`src/rtl/count_seq_pkg.sv`:
```
// Shared types and helpers for the cascaded BCD count sequencer.
package count_seq_pkg;

    localparam int unsigned DIGIT_W = 4;

    typedef enum logic [1:0] {
        ST_IDLE  = 2'b00,
        ST_RUN   = 2'b01,
        ST_PAUSE = 2'b10,
        ST_DONE  = 2'b11
    } state_t;

    typedef struct packed {
        logic load;
        logic stop;
        logic start;
        logic step;
    } cmd_t;

    function automatic logic [DIGIT_W-1:0] clamp_digit(input logic [DIGIT_W-1:0] v,
                                                       input logic [DIGIT_W-1:0] max_d);
        return (v > max_d) ? max_d : v;
    endfunction

endpackage

```
`src/rtl/bcd_digit.sv`:
```
// One decade of the BCD chain: up/down count with wrap, clamped preload,
// and combinational carry/borrow out (en & at boundary).
module bcd_digit
    import count_seq_pkg::*;
#(
    parameter int unsigned MAX_DIGIT = 9
) (
    input  logic               ClkRedu,
    input  logic               reset,
    input  logic               en_i,
    input  logic               up_dn_i,
    input  logic               ld_i,
    input  logic [DIGIT_W-1:0] ld_val_i,
    output logic [DIGIT_W-1:0] digit_o,
    output logic               cy_c_o
);

    localparam logic [DIGIT_W-1:0] MAX_V = DIGIT_W'(MAX_DIGIT);

    logic [DIGIT_W-1:0] digit_q, digit_d;
    logic               at_bound;

    always_comb begin
        at_bound = up_dn_i ? (digit_q == MAX_V) : (digit_q == '0);
        cy_c_o   = en_i & at_bound;
        digit_d  = digit_q;
        if (ld_i) begin
            digit_d = clamp_digit(ld_val_i, MAX_V);
        end else if (en_i) begin
            if (at_bound) begin
                digit_d = up_dn_i ? '0 : MAX_V;
            end else begin
                digit_d = up_dn_i ? (digit_q + DIGIT_W'(1)) : (digit_q - DIGIT_W'(1));
            end
        end
    end

    always_ff @(posedge ClkRedu or posedge reset) begin
        if (reset) begin
            digit_q <= '0;
        end else begin
            digit_q <= digit_d;
        end
    end

    assign digit_o = digit_q;

endmodule

```
`src/rtl/count_sequencer.sv`:
```
// Run/pause/step/load controller driving a chain of DIGITS BCD decades.
// Optional COUNT_SEQ_SYNC_EN: synchronize + edge-detect the command inputs.
module count_sequencer
    import count_seq_pkg::*;
#(
    parameter int unsigned DIGITS    = 2,
    parameter int unsigned MAX_DIGIT = 9
) (
    input  logic                      ClkRedu,
    input  logic                      reset,
    input  logic                      start,
    input  logic                      stop,
    input  logic                      step,
    input  logic                      up_dn,
    input  logic                      auto_stop,
    input  logic                      load,
    input  logic [DIGIT_W*DIGITS-1:0] load_val,
    output logic [DIGIT_W*DIGITS-1:0] count,
    output logic [1:0]                state_o,
    output logic                      running,
    output logic                      tc,
    output logic                      wrap
);

    localparam int unsigned        CNT_W = DIGIT_W * DIGITS;
    localparam logic [DIGIT_W-1:0] MAX_V = DIGIT_W'(MAX_DIGIT);

    cmd_t              cmd;
    state_t            state_q, state_d;
    logic              running_q, running_d;
    logic              wrap_q;
    logic              adv, ld, adv_ok;
    logic [CNT_W-1:0]  ld_vec;
    logic [DIGITS-1:0] en, cy;
    logic              all_max, all_zero;

`ifdef COUNT_SEQ_SYNC_EN
    // Two-flop synchronizer, third flop for rising-edge detect: one command per press.
    cmd_t s1_q, s2_q, s3_q;

    always_ff @(posedge ClkRedu or posedge reset) begin
        if (reset) begin
            s1_q <= '0;
            s2_q <= '0;
            s3_q <= '0;
        end else begin
            s1_q <= '{load: load, stop: stop, start: start, step: step};
            s2_q <= s1_q;
            s3_q <= s2_q;
        end
    end

    assign cmd = cmd_t'(s2_q & ~s3_q);
`else
    assign cmd = '{load: load, stop: stop, start: start, step: step};
`endif

    // Terminal count on the live count and direction.
    always_comb begin
        all_max  = 1'b1;
        all_zero = 1'b1;
        for (int i = 0; i < DIGITS; i++) begin
            if (count[i*DIGIT_W +: DIGIT_W] != MAX_V) all_max  = 1'b0;
            if (count[i*DIGIT_W +: DIGIT_W] != '0)    all_zero = 1'b0;
        end
    end

    assign tc     = up_dn ? all_max : all_zero;
    assign adv_ok = ~(tc & auto_stop);

    always_ff @(posedge ClkRedu or posedge reset) begin
        if (reset) begin
            state_q   <= ST_IDLE;
            running_q <= 1'b0;
            wrap_q    <= 1'b0;
        end else begin
            state_q   <= state_d;
            running_q <= running_d;
            wrap_q    <= cy[DIGITS-1];
        end
    end

    // Next state and datapath controls; in each state only the commands that
    // matter there compete, in load > stop > start > step order.
    always_comb begin
        state_d = state_q;
        adv     = 1'b0;
        ld      = 1'b0;
        ld_vec  = load_val;
        unique case (state_q)
            ST_IDLE: begin
                if (cmd.load) begin
                    ld = 1'b1;
                end else if (cmd.stop) begin
                    state_d = ST_IDLE;
                end else if (cmd.start) begin
                    state_d = ST_RUN;
                end else if (cmd.step) begin
                    adv = adv_ok;
                end
            end
            ST_RUN: begin
                if (cmd.stop) begin
                    state_d = ST_PAUSE;
                end else if (!adv_ok) begin
                    state_d = ST_DONE;
                end else begin
                    adv = 1'b1;
                end
            end
            ST_PAUSE: begin
                if (cmd.load) begin
                    ld = 1'b1;
                end else if (cmd.stop) begin
                    ld      = 1'b1;
                    ld_vec  = '0;
                    state_d = ST_IDLE;
                end else if (cmd.start) begin
                    state_d = ST_RUN;
                end else if (cmd.step) begin
                    adv = adv_ok;
                end
            end
            ST_DONE: begin
                if (cmd.load) begin
                    ld = 1'b1;
                end else if (cmd.stop) begin
                    state_d = ST_IDLE;
                end else if (cmd.start) begin
                    ld      = 1'b1;
                    ld_vec  = up_dn ? '0 : {DIGITS{MAX_V}};
                    state_d = ST_RUN;
                end
            end
            default: state_d = ST_IDLE;
        endcase
        running_d = (state_d == ST_RUN);
    end

    // Carry/borrow ripples from digit 0 upward; the last carry marks a full wrap.
    for (genvar g = 0; g < DIGITS; g++) begin : g_digit
        if (g == 0) begin : g_first
            assign en[g] = adv;
        end else begin : g_next
            assign en[g] = cy[g-1];
        end

        bcd_digit #(
            .MAX_DIGIT(MAX_DIGIT)
        ) u_digit (
            .ClkRedu (ClkRedu),
            .reset   (reset),
            .en_i    (en[g]),
            .up_dn_i (up_dn),
            .ld_i    (ld),
            .ld_val_i(ld_vec[g*DIGIT_W +: DIGIT_W]),
            .digit_o (count[g*DIGIT_W +: DIGIT_W]),
            .cy_c_o  (cy[g])
        );
    end

    assign state_o = state_q;
    assign running = running_q;
    assign wrap    = wrap_q;

endmodule
```
`config.mk`:
```
export PLATFORM = sky130hd
export DESIGN_NAME = count_sequencer
export DESIGN_NICKNAME = d
export VERILOG_FILES = /design/src/rtl/count_seq_pkg.sv /design/src/rtl/bcd_digit.sv /design/src/rtl/count_sequencer.sv
export SDC_FILE = /design/constraint.sdc
export NUM_CORES = 1
export LEC_CHECK = 0
export ABC_AREA = 1
export CAP_MARGIN = 20
export CORE_MARGIN = 2
export CORE_UTILIZATION = 44
export DETAILED_ROUTE_END_ITERATION = 16
export GPL_TIMING_DRIVEN = 0
export MAX_ROUTING_LAYER = met4
export PLACE_DENSITY = 0.75
export REMOVE_ABC_BUFFERS = 1
export SYNTH_ARGS = -nofsm -noshare
export SYNTH_HDL_FRONTEND = slang
export SYNTH_HIERARCHICAL = 1
export SYNTH_SLANG_ARGS = --single-unit
```
`constraint.sdc`:
```
create_clock -name ClkRedu -period 1.94 [get_ports ClkRedu]
set_input_delay 0.194 -clock ClkRedu [delete_from_list [all_inputs] [get_ports ClkRedu]]
set_output_delay 0.194 -clock ClkRedu [all_outputs]
set_load 0.1 [all_outputs]
```
==> results of run 1 <==
==> metal layers <==
metal | wire (µm) | vias to the layer above | track usage
li1 | - | 639 | -
met1 | 1150 | 552 | 0.238
met2 | 1490 | 33 | 0.391
met3 | 137 | 2 | 0.0269
met4 | 6 | 0 | 0.0366
met5 | 0 | - | -
==> flip-flops by register name, summed over array words and instances, names as in the netlist <==
register and flops:
running 1, g_digit.u_digit/digit_o 8, wrap 1, state_o 2
==> where the power goes <==
part           internal, mW  leakage, nW  switching [mW]
registers             0.349        0.141           0.140
clock network        0.0716       0.0138          0.0737
logic                 0.446        0.710            1.20
==> logic make-up (layout without fill, tap and decap cells) <==
group,count (synthesis),after routing,synth area share
buf+inv,43,80,0.140
simple gates,93,93,0.369
flops,12,12,0.261
fa+ha+maj,6,6,0.0782
compound gates,24,24,0.137
xor+xnor,2,2,0.0152
==> path summary, 6_finish.rpt <==
path                                                             endpoint  slack (ns)  cells past startpoint
min in group ClkRedu                                       wrap$_DFF_PP0_        0.51                      5
max in group asynchronous       g_digit[1].u_digit/digit_o[0]$_DFFE_PP0P_        1.58                      2
worst max-delay path                                                 wrap        0.03                      1
worst max register to register  g_digit[1].u_digit/digit_o[2]$_DFFE_PP0P_        0.17                      9
worst min register to register  g_digit[1].u_digit/digit_o[3]$_DFFE_PP0P_        0.58                      2
worst min-delay path                                       wrap$_DFF_PP0_        0.18                      2
==> timing repair <==
action                     in CTS  in global routing
setup endpoints to repair      18                  6
setup buffers                   3                  3
gates resized for setup        18                  9
pin swaps                       1                  0
cloned                          0                  0
==> cell usage after synthesis (all sizes together) <==
master,n
o31ai,1
xor2,2
nor3,1
a31o,1
o211ai,2
nand3b,1
o22ai,1
nor2,28
ha,4
a21boi,1
fa,2
a21oi,5
inv,43
dfrtp,12
and3,1
a31oi,2
nand4,7
o21ai,11
or2,2
nand2,45
nand3,8
==> placed cells by master (no fill, tap or decap), types with 3 or more instances in the layout <==
master and count:
dlygate4sd2_1 10, clkbuf_4 3, nor2_2 4, dfrtp_2 6, nand4_1 6, inv_1 41
buf_4 6, nor2_1 23, clkdlybuf4s50_1 15, o21ai_1 4, dfrtp_1 6, nand3_1 6
a21oi_1 3, nand2_1 44, ha_1 4, o21ai_0 5
==> final cells by class <==
type | count | area share
repair buffers | 34 | 0.202
clock buffers | 3 | 0.0146
well taps | 30 | 0.0243
inverters | 43 | 0.104
multi-input cells | 125 | 0.456
flip-flops and latches | 12 | 0.199
==> metrics by stage <==
step           TNS (ns)  instance area, µm²  setup slack [ns]   util
3_3_place_gp      -3.69                1470            -0.622  0.593
3_5_place_dp      -3.91                1470            -0.610  0.593
6_report              0                1550            0.0331  0.625
2_1_floorplan     -3.92                1150            -0.560      -
4_1_cts               0                1520           0.00151  0.614
5_1_grt         -0.0612                1550           -0.0322  0.625
==> results by group, run 1 <==
Worst setup path
  • Critical Path Source: wrap$_DFF_PP0_
  • CP top delay family: buffers and inverters
  • Critical Path Sink Type: output port
  • Crit path required time: ~1.8 ns
  • CP max stage delay: 1.12 ns
  • Worst Path Arrival: 1.71 ns
  • Critical Path Source Type: flip-flop
  • Crit path buffers/inverters: 1
  • Crit Path Class: reg -> out
  • Crit-path cells: clkdlybuf4s50_1
  • Crit-path slowest cell: clkdlybuf4s50_1
  • Worst reg2reg startpoint: g_digit[0].u_digit/digit_o[3]$_DFFE_PP0P_
  • Crit path max fanout: 1

CTS
  • CTS buffer count: 3
  • CTS Root Cell: clkbuf_4
  • Clock latency on the worst-skew pair: 0.27 ns
  • TritonCTS clock tree: built
  • Clk slew on worst S/H paths: 0.07 ns
  • Post-CTS Hold Buffers: 0
  • Max Buffers Root-to-Sink: 2
  • H-tree depth: 1
  • Clock sink count: 12

Cells and area
  • Multi-input gate area: about 710 µm²
  • # diodes: 0
  • Share of layout cells above drive strength 1: 0.152
  • Area grow syn2layout: 34.3%
  • Non-filler instance count after layout: 247
  • NumNets Final: 241
  • FF/Latch Area: roughly 310 µm²
  • Number of fill cells: between 200 and 300

STA
  • Slew @ Worst Pin: approximately 0.98 ns
  • Post-layout minimum cycle time: about 1.9 ns
  • Fmax: 524 MHz
  • Setup violators final: 0
  • Max-slew violation count: 0
  • RSZ-0062 raised after global routing: yes
  • Clock skew: 0.00900 ns
  • Hold Vio Cnt, Final: 0
  • WHS: 0.178 ns
  • Headroom to the max-slew limit: 0.348
  • Final Cycle Share: 0.983

Floorplanning
  • Die Wd: 55.2 µm
  • DIE AREA: slightly above 0.003 mm²
  • Initial Utilization: 0.465
  • Die Ht: 55.2 µm
  • I/O pins: 29
  • # rows: 18
  • Core area: 0.00248 mm²

Detailed routing
  • Drt wl/cell: 11.3 µm
  • Residual DRC: 0
  • Routed via count: 1,226
  • Iter 0 DRT Violations: 21
  • Vias per cell: 4.96
  • DR pass1 iterations: 4
  • Post-route ant nets: 0
  • DRT Wirelength: 2790 µm

Synth
  • Mapped cell area: approximately 0.0012 mm²
  • FF+latch count, synth: 12
  • Cells after Synth: 180
  • Cell taking the most area after synthesis: dfrtp_1
  • Synth cell types: 30
  • Synthesized area per cell: between 6 and 7 µm²
  • Area share of the largest cell type after synthesis: 0.261
  • Top cells by area, synth: dfrtp_1, nand2_1, inv_1
  • Yosys Warn Count: 6
  • Register area share after synthesis: 0.261

Placed design
  • Post-DP HPWL: 2240 µm
  • GP Congestion: 0.778
  • Input/output buffers: 28
  • Cell count after placement: about 240

Global route
  • Grt ovf: 0
  • Gr usage total: 0.208
  • First-pass GRT wire length: 4460 µm
  • Vias in the first global route: approximately 1,100
  • Initial antenna violation count: 0
  • Pin count of the biggest net entering global routing: 10

Min path
  • Hold crit path type: in -> async

Pwr
  • Static leakage: 0.865 nW
  • Tot Pwr: 2.28 mW
  • PwrDens: 1470 mW/mm²
  • Max IR drop VDD: 0.935 mV

Status
  • Outcome: finished, final reports clean

Job
  • Max-Cap Viols: 0
Power figures use the tool's default switching activity.
==> run 2, diff against run 1 <==
--- a/config.mk
+++ b/config.mk
@@ -8,11 +8,12 @@
 export ABC_AREA = 1
 export CAP_MARGIN = 20
 export CORE_MARGIN = 2
-export CORE_UTILIZATION = 44
+export CORE_UTILIZATION = 47
 export DETAILED_ROUTE_END_ITERATION = 16
 export GPL_TIMING_DRIVEN = 0
 export MAX_ROUTING_LAYER = met4
-export PLACE_DENSITY = 0.75
+export PLACE_DENSITY = 0.76
+export RECOVER_POWER = 25
 export REMOVE_ABC_BUFFERS = 1
 export SYNTH_ARGS = -nofsm -noshare
 export SYNTH_HDL_FRONTEND = slang
==> constraint.sdc (replaced) <==
create_clock -name ClkRedu -period 2.3 [get_ports ClkRedu]
set_input_delay 0.23 -clock ClkRedu [delete_from_list [all_inputs] [get_ports ClkRedu]]
set_output_delay 0.23 -clock ClkRedu [all_outputs]
set_load 0.1 [all_outputs]
==> results by group, run 2 (synthesis results as in run 1) <==
Worst setup path
  • Worst Path Arrival: 1.93 ns (+0.22 ns)
  • CP max stage delay: 1.18 ns (+0.06 ns)
  • Crit Path Class: reg -> out
  • CP top delay family: buffers and inverters
  • Crit path required time: 2.07 ns (+0.32 ns)
  • Critical Path Source Type: flip-flop
  • Crit-path slowest cell: clkdlybuf4s50_1
  • Critical Path Sink Type: output port
  • Crit path buffers/inverters: 1 (unchanged)
  • Crit-path cells: clkdlybuf4s50_1
  • Crit path max fanout: 7 (+6)

CTS
  • Clk slew on worst S/H paths: 0.08 ns (about the same)
  • H-tree depth: 1 (unchanged)
  • CTS buffer count: 3 (unchanged)
  • TritonCTS clock tree: built
  • Max Buffers Root-to-Sink: 2 (unchanged)
  • Clock sink count: 12 (unchanged)
  • Clock latency on the worst-skew pair: 0.27 ns (about the same)
  • Postcts setup bufs: 0 (-3)
  • CTS Root Cell: clkbuf_4

STA
  • RSZ-0062 raised after global routing: no
  • Post-layout minimum cycle time: 2.16 ns
  • Final WS setup: 0.138 ns (+0.105 ns)
  • Fmax: 463 MHz
  • Headroom to the max-slew limit: 0.350 (+0.00226)
  • Clock skew: 0.00362 ns (-0.00538 ns)
  • Hold Vio Cnt, Final: 0 (unchanged)
  • Final Cycle Share: 0.940
  • Setup violators final: 0 (unchanged)
  • Slew @ Worst Pin: 0.972 ns (-0.00484 ns)
  • Max-slew violation count: 0 (unchanged)

Global route
  • Pin count of the biggest net entering global routing: 13 (+3)
  • Initial antenna violation count: 0 (unchanged)
  • Grt ovf: 0 (unchanged)
  • First-pass GRT wire length: 4620 µm (+3.4%)
  • Vias in the first global route: 1,135 (+4.7%)
  • Gr usage total: 0.226 (+0.0182)

Job
  • Max-Cap Viols: 0 (unchanged)

Cells and area
  • Number of flip-flops in the largest register: 8 (unchanged)
  • NumNets Final: 235 (-2.5%)
  • Non-filler instance count after layout: 240 (-2.8%)
  • Share of layout cells above drive strength 1: 0.104 (-0.0483)
  • Most frequent cells in the layout: nand2_1, inv_1, clkdlybuf4s50_1, nor2_1, dfrtp_1
  • Number of fill cells: 212 (-18%)
  • Finished Core Util: 0.670 (+0.0451)
  • # diodes: 0 (unchanged)
  • Most common cell after layout, fill and taps aside: nand2_1
  • Area grow syn2layout: 31.1%

Pwr
  • Clock share of power: 0.085 (+0.021)
  • Pint: 770 µW (-11%)
  • Tot Pwr: 1.97 mW (-14%)
  • PwrDens: 1300 mW/mm² (-12%)
  • Switching share of power: 0.608 (-0.0114)
  • Static leakage: 0.803 nW (-7.1%)
  • Reg power frac: 0.212 (-0.003)
  • Net Sw Power: 1.19 mW (-15%)
  • Combinational power share: 0.702 (-0.020)
  • Max IR drop VDD: 0.923 mV (-1.4%)

Floorplanning
  • Die Wd: 53.5 µm (-3.0%)
  • I/O pins: 29 (unchanged)
  • # rows: 17 (-1)
  • DIE AREA: 0.00286 mm² (-5.9%)
  • Core area: 0.00225 mm² (-9.0%)
  • Initial Utilization: 0.511 (+0.0459)
  • Die Ht: 53.5 µm (-3.0%)

Detailed routing
  • DR pass1 iterations: 4 (unchanged)
  • Residual DRC: 0 (unchanged)
  • DRT Wirelength: 2890 µm (+3.7%)
  • Drt wl/cell: 12.0 µm (+6.7%)
  • Routed via count: 1,197 (-2.4%)
  • Iter 0 DRT Violations: 31 (+48%)
  • Vias per cell: 4.99 (+0.48%)
  • Post-route ant nets: 0 (unchanged)

Placed design
  • GP Congestion: 0.888 (+14%)
  • Pre-CTS setup slack: -0.273 ns (+0.337 ns)
  • Cell count after placement: 236 (-0.84%)
  • Post-DP HPWL: 2320 µm (+3.5%)
  • Input/output buffers: 28 (unchanged)

Min path
  • Hold crit path type: in -> async

Status
  • Outcome: finished, final reports clean
==> run 2: final timing paths <==
| path | start | to | slack, ns | depth (start not counted) |
|---|---|---|---|---|
| max | g_digit[1].u_digit/digit_o[3]$_DFFE_PP0P_ | count[7] | 0.14 | 1 |
| max reg2reg | state_o[0]$_DFF_PP0_ | g_digit[1].u_digit/digit_o[0]$_DFFE_PP0P_ | 0.21 | 6 |
| max in group asynchronous | reset | g_digit[1].u_digit/digit_o[0]$_DFFE_PP0P_ | 1.80 | 2 |
| min in group ClkRedu | state_o[1]$_DFF_PP0_ | state_o[1]$_DFF_PP0_ | 0.62 | 2 |
| min | reset | g_digit[1].u_digit/digit_o[2]$_DFFE_PP0P_ | 0.33 | 2 |
| min reg2reg | state_o[1]$_DFF_PP0_ | state_o[1]$_DFF_PP0_ | 0.62 | 2 |
==> run 2: stage by stage <==
| step | hold WS (ns) | setup TNS, ns | instance area (µm²) |
|---|---|---|---|
| finish | 0.333 | 0 | 1510 |
| global route | 0.340 | 0 | 1510 |
| CTS | 0.209 | 0 | 1510 |
| detailed placement | 0.509 | -0.656 | 1470 |
| global placement | 0.505 | -0.775 | 1470 |
| floorplan | -0.00392 | -0.594 | 1150 |
==> run 2: power groups by stage <==
stage	clock network, mW	logic (mW)	registers, mW
3_5_place_dp	0	1.37	0.422
4_1_cts	0.174	1.38	0.418
6_report	0.168	1.38	0.417
3_3_place_gp	0	1.34	0.420
2_1_floorplan	0	0.537	0.929
5_1_grt	0.179	1.48	0.435
==> run 2: layer usage <==
layer | up-vias | GRT usage | part of all wire
li1 | 626 | - | -
met1 | 538 | 0.265 | 0.46
met2 | 31 | 0.399 | 0.50
met3 | 2 | 0.0254 | 0.043
met4 | 0 | 0.0769 | 0.0052
met5 | - | - | 0
==> run 2: cell type report <==
cell class / count / area (µm²) / area share
repair buffers: 28 / 282 / 0.186
clock buffers: 4 / 36.3 / 0.0240
inverters: 43 / 161 / 0.107
flip-flops and latches: 12 / 302 / 0.200
multi-input cells: 125 / 694 / 0.460
well taps: 28 / 35.0 / 0.0232
==> run 2: repair_timing <==
action,CTS,global route
cloned,0,0
setup endpoints to repair,1,5
resized for setup,3,3
hold buffers,0,0
